==> src/rtl/rcpu_decode_stage.sv <==
// RCPU decode / operand-fetch stage: register file, busy scoreboard with
// writeback bypass, and a single registered bundle slot toward the ALU.
module rcpu_decode_stage #(
    parameter int DATA_W   = 16,
    parameter int NUM_REGS = 8
) (
    input  logic                clk,
    input  logic                reset,
    input  logic                in_valid,
    input  logic [15:0]         in_instr,
    output logic                in_ready,
    output logic                out_valid,
    input  logic                out_ready,
    output logic [15:0]         out_instr,
    output logic [DATA_W-1:0]   out_operand1,
    output logic [DATA_W-1:0]   out_operand2,
    output logic [2:0]          out_rd,
    input  logic                wb_en,
    input  logic [2:0]          wb_addr,
    input  logic [DATA_W-1:0]   wb_data,
    output logic [NUM_REGS-1:0] busy_mask
);

    logic [DATA_W-1:0]   regfile_q [NUM_REGS];
    logic [DATA_W-1:0]   regfile_d [NUM_REGS];
    logic [NUM_REGS-1:0] busy_q, busy_d;
    logic                out_valid_q, out_valid_d;
    logic [15:0]         out_instr_q, out_instr_d;
    logic [DATA_W-1:0]   out_op1_q, out_op1_d;
    logic [DATA_W-1:0]   out_op2_q, out_op2_d;
    logic [2:0]          out_rd_q, out_rd_d;

    logic [2:0]        rd, rs1, rs2;
    logic              use_imm;
    logic [5:0]        imm6;
    logic [DATA_W-1:0] imm, rs1_val, rs2_val;
    logic              rs1_busy, rs2_busy, rd_busy, hazard, accept;
    logic              wb_write;

    // Field decode and operand read; a writeback this cycle bypasses the file.
    always_comb begin
        rd      = in_instr[5:3];
        rs1     = in_instr[8:6];
        rs2     = in_instr[11:9];
        use_imm = in_instr[12];
        imm6    = {in_instr[15:13], in_instr[11:9]};
        imm     = {{(DATA_W-6){imm6[5]}}, imm6};

        rs1_val = (rs1 == 3'd0) ? '0 :
                  (wb_en && wb_addr == rs1) ? wb_data : regfile_q[rs1];
        rs2_val = (rs2 == 3'd0) ? '0 :
                  (wb_en && wb_addr == rs2) ? wb_data : regfile_q[rs2];

        // A register whose result is being written back this cycle is already free.
        rs1_busy = (rs1 != 3'd0) && busy_q[rs1] && !(wb_en && wb_addr == rs1);
        rs2_busy = (rs2 != 3'd0) && busy_q[rs2] && !(wb_en && wb_addr == rs2);
        rd_busy  = (rd  != 3'd0) && busy_q[rd]  && !(wb_en && wb_addr == rd);

        hazard   = rs1_busy || (!use_imm && rs2_busy) || rd_busy;
        in_ready = !hazard && (!out_valid_q || out_ready);
        accept   = in_valid && in_ready;
        wb_write = wb_en && (wb_addr != 3'd0);
    end

    always_comb begin
        // NOTE: every _d starts from its _q so no path leaves a variable unassigned,
        // which would otherwise infer a latch.
        regfile_d   = regfile_q;
        busy_d      = busy_q;
        out_valid_d = out_valid_q;
        out_instr_d = out_instr_q;
        out_op1_d   = out_op1_q;
        out_op2_d   = out_op2_q;
        out_rd_d    = out_rd_q;

        if (wb_write) begin
            regfile_d[wb_addr] = wb_data;
            busy_d[wb_addr]    = 1'b0;
        end

        // Set after clear so a same-edge issue to the written register stays pending.
        if (accept) begin
            out_valid_d = 1'b1;
            out_instr_d = in_instr;
            out_op1_d   = rs1_val;
            out_op2_d   = use_imm ? imm : rs2_val;
            out_rd_d    = rd;
            if (rd != 3'd0) begin
                busy_d[rd] = 1'b1;
            end
        end else if (out_valid_q && out_ready) begin
            out_valid_d = 1'b0;
        end
    end

    always_ff @(posedge clk) begin
        // NOTE: state updates use non-blocking assignments so every flop samples
        // the pre-edge values regardless of statement order.
        if (reset) begin
            // NOTE: the register file is reset because architectural state must
            // read as zero after reset; most memories would be left unreset.
            regfile_q   <= '{default: '0};
            busy_q      <= '0;
            out_valid_q <= 1'b0;
            out_instr_q <= '0;
            out_op1_q   <= '0;
            out_op2_q   <= '0;
            out_rd_q    <= '0;
        end else begin
            regfile_q   <= regfile_d;
            busy_q      <= busy_d;
            out_valid_q <= out_valid_d;
            out_instr_q <= out_instr_d;
            out_op1_q   <= out_op1_d;
            out_op2_q   <= out_op2_d;
            out_rd_q    <= out_rd_d;
        end
    end

    assign out_valid    = out_valid_q;
    assign out_instr    = out_instr_q;
    assign out_operand1 = out_op1_q;
    assign out_operand2 = out_op2_q;
    assign out_rd       = out_rd_q;
    assign busy_mask    = busy_q;

endmodule
==> config.mk <==
export PLATFORM = sky130hd
export DESIGN_NAME = rcpu_decode_stage
export DESIGN_NICKNAME = d
export VERILOG_FILES = /design/src/rtl/rcpu_decode_stage.sv
export SDC_FILE = /design/constraint.sdc
export NUM_CORES = 1
export LEC_CHECK = 0
export CAP_MARGIN = 10
export CELL_PAD_IN_SITES_DETAIL_PLACEMENT = 1
export CELL_PAD_IN_SITES_GLOBAL_PLACEMENT = 2
export CORE_MARGIN = 4
export CORE_UTILIZATION = 37
export CTS_BUF_LIST = sky130_fd_sc_hd__clkbuf_2
export DETAILED_ROUTE_END_ITERATION = 12
export PLACE_DENSITY_LB_ADDON = 0.1
export SLEW_MARGIN = 5
export SYNTH_ARGS = -nofsm -noshare
export SYNTH_HDL_FRONTEND = slang
export SYNTH_SLANG_ARGS = --single-unit
==> constraint.sdc <==
create_clock -name clk -period 2.3 [get_ports clk]
set_input_delay 0.23 -clock clk [delete_from_list [all_inputs] [get_ports clk]]
set_output_delay 0.23 -clock clk [all_outputs]
set_load 0.03 [all_outputs]
==> results of run 1 <==
## tightest hold or removal path, stage by stage
cell             delay, ns
clkdlybuf4s50_1       0.45
nand3_1               0.09
a21oi_1               0.05
## cells in the mapped netlist (all sizes together)
cell / count / area [sq um]
a22o: 1 / 8.76
buf: 38 / 225
o211ai: 17 / 141
and2: 4 / 25.0
or2: 2 / 12.5
mux4: 67 / 1510
o211a: 1 / 17.5
and3: 1 / 6.26
a211oi: 17 / 190
inv: 3 / 11.3
a32o: 2 / 20.0
dfxtp: 185 / 3700
clkbuf: 67 / 251
nand3b: 2 / 15.0
a21oi: 148 / 741
nor2: 12 / 52.6
nor3b: 1 / 7.51
a41oi: 2 / 17.5
a221oi: 11 / 96.3
or3: 1 / 6.26
nand2b: 4 / 25.0
xor2: 2 / 17.5
o31ai: 1 / 12.5
a222oi: 5 / 50.1
xnor2: 6 / 52.6
nand3: 23 / 115
nand4: 2 / 12.5
mux2: 18 / 206
mux2i: 17 / 170
o32ai: 2 / 17.5
nand2: 251 / 950
a31oi: 1 / 6.26
nor3: 23 / 115
o21ai: 16 / 80.1
o2111ai: 2 / 17.5
nor2b: 21 / 131
a31o: 18 / 158
## state kept, by name, summed over array words and instances (netlist names)
name and count:
busy_mask 8, out_instr 16, out_operand1 16, out_operand2 16
out_valid 1, regfile_q 128
## power by group
group	leakage (nW)	internal (W)	switching, W
Clock	0.153	0.000465	0.00137
Combinational	2.48	0.000614	0.000806
Sequential	1.50	0.00332	0.0000663
Total	4.14	0.00440	0.00224
## layer usage
layer	GRT usage (%)	share of wire, %	vias up
li1	-	-	3827
met1	33.0	46	4095
met2	38.5	48	210
met3	3.36	4.3	39
met4	5.95	1.8	0
met5	0	0	-
## cells by family (layout without fill, tap and decap cells)
group / after synthesis / count (layout)
simple gates: 347 / 348
compound gates: 244 / 244
flops: 185 / 185
buf+inv: 108 / 251
mux: 102 / 102
xor+xnor: 8 / 8
other cells: 0 / 2
## worst paths after layout
path	startpoint	to	slack, ns	cells past startpoint
max	busy_mask[6]	in_ready	-0.44	6
min reg2reg	regfile_q[11]	regfile_q[11]	0.48	2
max reg2reg	busy_mask[6]	out_operand1[13]	-0.04	9
min	in_instr[13]	out_instr[13]	0.06	3
## metrics by stage
step	power, W	utilization (%)	TNS [ns]
6_report	0.00665	47.7	-0.837
3_3_place_gp	0.00476	45.3	-5.61
3_5_place_dp	0.00477	45.3	-6.88
4_1_cts	0.00665	47.1	-0.466
5_1_grt	0.00694	47.7	-2.33
2_1_floorplan	0.00419	-	0
## repair_timing
action	CTS	global route
buffers inserted	4	3
resized for setup	11	9
hold buffers	10	1
gates cloned	0	3
hold endpoints to repair	28	1
setup endpoints to repair	6	14
pin swaps	2	4
## cell type report
class / count / area, sq um / share of cell area [%]
Antenna cell: 2 / 5.00 / 0.0431
Clock buffer: 17 / 85.1 / 0.732
Clock inverter: 15 / 179 / 1.54
Inverter: 3 / 11.3 / 0.0969
Multi-Input combinational cell: 702 / 5070 / 43.6
Sequential cell: 185 / 3710 / 31.9
Tap cell: 324 / 405 / 3.49
Timing Repair Buffer: 216 / 2150 / 18.5
==> summary.md, run 1 <==
| Metric | Value |
|---|---|
| Vias per std cell | 5.58 |
| P&R area growth vs syn | 26.4% |
| Syn Std Cell Area | 0.00920 sq mm |
| GRT overflow | 0 |
| # DRC | 0 |
| Total GRT Usage | 23.6% |
| Syn Inst Count | 994 |
| Avg Inst Size Synth | 9.25 sq um |
| Post-synthesis xor/xnor area fraction | 0.762% |
| Post-route clock period utilization | 119% |
| Critical-path top delay cell | mux4_2 |
| Post-route cell area | 0.0116 sq mm |
| Worst hold margin | 0.0564 ns |
| Commonest non-fill, non-tap cells in the layout | nand2_1 (250), dfxtp_1 (181), a21oi_1 (144) |
| Top delay family on crit path | multiplexers |
| CP Max Fanout | 4 |
| GP Congestion | 0.803 |
| Fin cells | 1,464 |
| Failing checks | setup timing |
| Leading cell type in the layout, fill and taps excluded | nand2_1 |
| PwrDens | 572 mW/mm^2 |
| Clock latency at the later pin of the worst-skew pair | 0.81 ns |
| Slowest Stage Delay on Critical Path | 0.47 ns |
| Yosys cell types | 47 |
| CP Launch Type | flop |
| Max-slew violations | 0 |
| Least-Margin Pin Slew | 0.694 ns |
| Fillcell total | 2,810 |
| DRT Wirelength | 33,500 um |
| P_leak | 4.14 nW |
| Multiplexer share of the synthesized area | 20.5% |
| Crit path kind | flop to output port |
| Peak VDD IR | 0.000275 V |
| Starting density of the core | 37.7% |
| Maxcap violations | 0 |
| Endpoints failing setup | 19 |
| Bufs on Longest Clock Path | 2 |
| Final Hold Viols | 0 |
| Post-DR wirelength/cell | 22.8 um |
| Cts bufs inserted | 17 |
| Site Rows | 57 |
| Crit path cell chain | mux4_2 > or2_4 > o2111ai_4 > o211ai_4 > a21oi_2 > buf_6 |
| Register area share after synthesis | 40.3% |
| Pin count of the biggest net entering global routing | 81 |
| Unrepaired setup endpoints after global routing | yes |
| Final min period | 2.74 ns |
| Die area | 0.0274 sq mm |
| Yosys reg bits | 185 |
| Setup Skew | 0.0417 ns |
| Vias | 8,171 |
| Largest family of logic cells by synthesized area | multiplexers |
| Post-place setup slack | -0.164 ns |
| Die W | 166 um |
| Syn. warnings | 0 |
| Die Height | 166 um |
| Worst setup EP type | output port |
| Hold Path Class | primary input to flop |
| Placeable Area | 0.0244 sq mm |
| Iter 0 DRT Violations | 602 |
| ANT nets after route | 0 |
| Detailed placer's ending HPWL | 21,600 um |
| CTS Root Cell | clkbuf_2 |
| TritonCTS clock tree | yes |
| Nets | 1,165 |
| Placed insts | 1,409 |
| Status | finished with violations |
| Port Buf Inserts | 100 |
| Critical Path AT | 2.51 ns |
| CP Buf/Inv Count | 1 |
| Clk pin slew, worst setup/hold paths | 0.33 ns |
| Clock Sinks | 185 |
| Synth Area in Compound Gates | 17.1% |
| Fmax | 0.365 GHz |
| H-Tree Depth | 4 |
| Dpl cell area | 0.0111 sq mm |
| Synth Area in Simple Gates | 16.0% |
| # IOs | 101 |
| Post-synthesis adder-cell area fraction | 0% |
| Final setup margin | -0.442 ns |
| Syn Nets | 1,034 |
| Layout cells sized above 1 | 23.6% |
| First-pass GRT wire length | 50,600 um |
| Data required, critical path | 2.07 ns |
| Total iterations of the first detailed-routing run | 5 |
| Slew HR | 53.7% |
| Vias in the first global route | 8,233 |
| Initial antenna violation count | 2 |
Power figures use the tool's default switching activity.
==> inputs of run 2 (changes only) <==
--- a/config.mk
+++ b/config.mk
@@ -13,7 +13,7 @@
 export CTS_BUF_LIST = sky130_fd_sc_hd__clkbuf_2
 export DETAILED_ROUTE_END_ITERATION = 12
 export PLACE_DENSITY_LB_ADDON = 0.1
-export SLEW_MARGIN = 5
+export SLEW_MARGIN = 0
 export SYNTH_ARGS = -nofsm -noshare
 export SYNTH_HDL_FRONTEND = slang
 export SYNTH_SLANG_ARGS = --single-unit
==> results of run 2 <==
The final DEF is identical to that of run 1; final timing and power are the same.
==> inputs of run 3 (changes only) <==
--- a/config.mk
+++ b/config.mk
@@ -8,7 +8,8 @@
 export CAP_MARGIN = 10
 export CELL_PAD_IN_SITES_DETAIL_PLACEMENT = 1
 export CELL_PAD_IN_SITES_GLOBAL_PLACEMENT = 2
-export CORE_MARGIN = 4
+export CORE_ASPECT_RATIO = 1.1
+export CORE_MARGIN = 2
 export CORE_UTILIZATION = 37
 export CTS_BUF_LIST = sky130_fd_sc_hd__clkbuf_2
 export DETAILED_ROUTE_END_ITERATION = 12
==> run 3 against run 2 <==
- the flow still finishes with violations (setup timing)
- cell area is 0.88% lower
- count of clock-buffer cells in the layout stayed put
- non-clock buffer count is 5 lower
- combinational power is 4% lower
- cell count is 1.4% lower
- sequential share of layout area is 0.32 points higher
- first-iteration DRC count is 16% lower
- utilization is 0.58 points lower
- clock skew is 0.014 ns higher
- fmax hardly changed
- via count is 0.99% lower
- global-route usage is 1.5 points higher
- critical endpoint unchanged
==> summary.md, run 3 (synthesized netlist as in run 1, its figures left out) <==
| Metric | Value |
|---|---|
| Status | finished with violations |
| Failing checks | setup timing |
| Max-slew violations | 0 |
| Hold Path Class | primary input to flop |
| CP Launch Type | flop |
| CTS Root Cell | clkbuf_2 |
| Die Height | 169 um |
| Pin count of the biggest net entering global routing | 91 |
| Vias | 8,090 |
| Initial antenna violation count | 1 |
| Reg2reg end | out_operand1[0] |
| CP Max Fanout | 5 |
| Clk pin slew, worst setup/hold paths | 0.31 ns |
| Reg2Reg Depth | 8 |
| Crit path kind | flop to output port |
| Post-route clock period utilization | 119% |
| Bufs on Longest Clock Path | 2 |
| Hold Crit Start | in_instr[14] |
| DRT Wirelength | 32,400 um |
| Iter 0 DRT Violations | 504 |
| Setup crit start | busy_mask[7] |
| Combinational fraction of design power | 20.4% |
| H-Tree Depth | 4 |
| Data required, critical path | 2.07 ns |
| PwrDens | 577 mW/mm^2 |
| Peak VDD IR | 0.000319 V |
| ANT nets after route | 0 |
| Unrepaired setup endpoints after global routing | yes |
| Nets | 1,159 |
| Starting density of the core | 37.6% |
| Least-Margin Pin Slew | 0.856 ns |
| # DRC | 0 |
| Total GRT Usage | 25.1% |
| Max reg flops | 128 |
| Critical Path AT | 2.51 ns |
| Commonest non-fill, non-tap cells in the layout | nand2_1 (250), dfxtp_1 (180), a21oi_1 (147) |
| Sw frac | 33.9% |
| Die W | 154 um |
| Reg2Reg Setup Slack | -0.01 ns |
| Placeable Area | 0.0245 sq mm |
| Clock power share | 28.5% |
| Clock latency at the later pin of the worst-skew pair | 0.85 ns |
| Fmax | 0.365 GHz |
| Maxcap violations | 0 |
| Largest reg by FF count | regfile_q |
| Cts bufs inserted | 17 |
| First-pass GRT wire length | 49,800 um |
| # IOs | 101 |
| Total iterations of the first detailed-routing run | 5 |
| Worst setup EP type | output port |
| Fillcell total | 2,788 |
| TritonCTS clock tree | yes |
| Fin cells | 1,443 |
| Placed insts | 1,393 |
| Leading cell type in the layout, fill and taps excluded | nand2_1 |
| Endpoints failing setup | 4 |
| Vias in the first global route | 8,167 |
| Post-layout util | 47.1% |
| Site Rows | 60 |
| Final Hold Viols | 0 |
| Slew HR | 42.9% |
| Reg2reg start | busy_mask[7] |
| P_leak | 4.17 nW |
| Die area | 0.0261 sq mm |
| Final setup margin | -0.443 ns |
| Layout cells sized above 1 | 23.4% |
| Port Buf Inserts | 100 |
| Setup Skew | 0.0557 ns |
| Register area | 0.00372 sq mm |
| Post-route cell area | 0.0115 sq mm |
| Detailed placer's ending HPWL | 21,900 um |
| Clock Sinks | 185 |
| P_int | 0.00440 W |
| P_sw | 0.00225 W |
| Post-DR wirelength/cell | 22.5 um |
| Dpl cell area | 0.0110 sq mm |
| Setup_tns | -0.472 ns |
| Final min period | 2.74 ns |
| Setup crit end | in_ready |
| Vias per std cell | 5.61 |
| Post-place setup slack | -0.237 ns |
| GRT overflow | 0 |
| GP Congestion | 0.784 |
| Area of the multi-input gates | 0.00505 sq mm |
| Reg power frac | 51.1% |
| P&R area growth vs syn | 25.3% |
[run 3: changes by cell type in the layout (fill, tap and decap cells not counted), moves of 2 or more]
| cell | delta |
|---|---|
| a21oi_1 | +3 |
| dlymetal6s2s_1 | +5 |
| buf_12 | -3 |
| inv_6 | -2 |
| a21oi_2 | -3 |
| dlygate4sd3_1 | -2 |
| clkdlybuf4s50_1 | -4 |
[run 3: cell type report]
cell class	instances	share of cell area (%)
antenna	1	0.0217
clock buffer	17	0.738
clock inverter	15	1.73
inverter	3	0.0977
multi-input combinational	701	43.8
sequential	185	32.3
tap	310	3.37
timing repair buffer	211	18.0
[run 3: layer usage]
metal,GRT usage (%),wire length [um]
met1,35.0,15300
met2,41.6,15400
met3,2.58,1070
met4,6.92,584
met5,0,0
[run 3: worst max-delay path, cell delays in order, from the launching register on]
cell      delay [ns]
dfxtp_4         0.44
mux2_4          0.26
a22o_1          0.24
a211oi_4        0.33
o211ai_4        0.12
a21oi_2         0.15
buf_6           0.15
[run 3: what timing repair did]
action | in CTS | in global routing
resized for setup | 11 | 12
hold endpoints to repair | 105 | 0
hold buffers | 9 | 0
gates cloned | 0 | 1
setup buffers | 4 | 3
endpoints found under the setup margin | 7 | 9
pin swaps | 2 | 5
[run 3: how the worst min path moves through the flow]
| stage | cells past startpoint | end | slack, ns |
|---|---|---|---|
| 2_1_floorplan | 2 | out_instr[0] | 0.38 |
| 3_3_place_gp | 2 | regfile_q[42] | 0.45 |
| 3_5_place_dp | 2 | regfile_q[77] | 0.46 |
| 4_1_cts | 3 | out_instr[14] | 0.01 |
| 5_1_grt | 3 | out_instr[14] | 0.005 |
| 6_report | 3 | out_instr[14] | 0.08 |
[run 3: power groups by stage]
stage          combinational (W)  sequential [W]  clock, W
2_1_floorplan           0.000638         0.00355         0
6_report                 0.00136         0.00339   0.00190
3_3_place_gp             0.00129         0.00345         0
5_1_grt                  0.00144         0.00341   0.00209
3_5_place_dp             0.00130         0.00345         0
4_1_cts                  0.00133         0.00340   0.00196
[run 3: stage by stage]
step           hold slack (ns)  power, W
2_1_floorplan            0.378   0.00419
3_3_place_gp             0.451   0.00474
3_5_place_dp             0.461   0.00475
4_1_cts                 0.0134   0.00670
5_1_grt                0.00469   0.00694
6_report                0.0811   0.00665
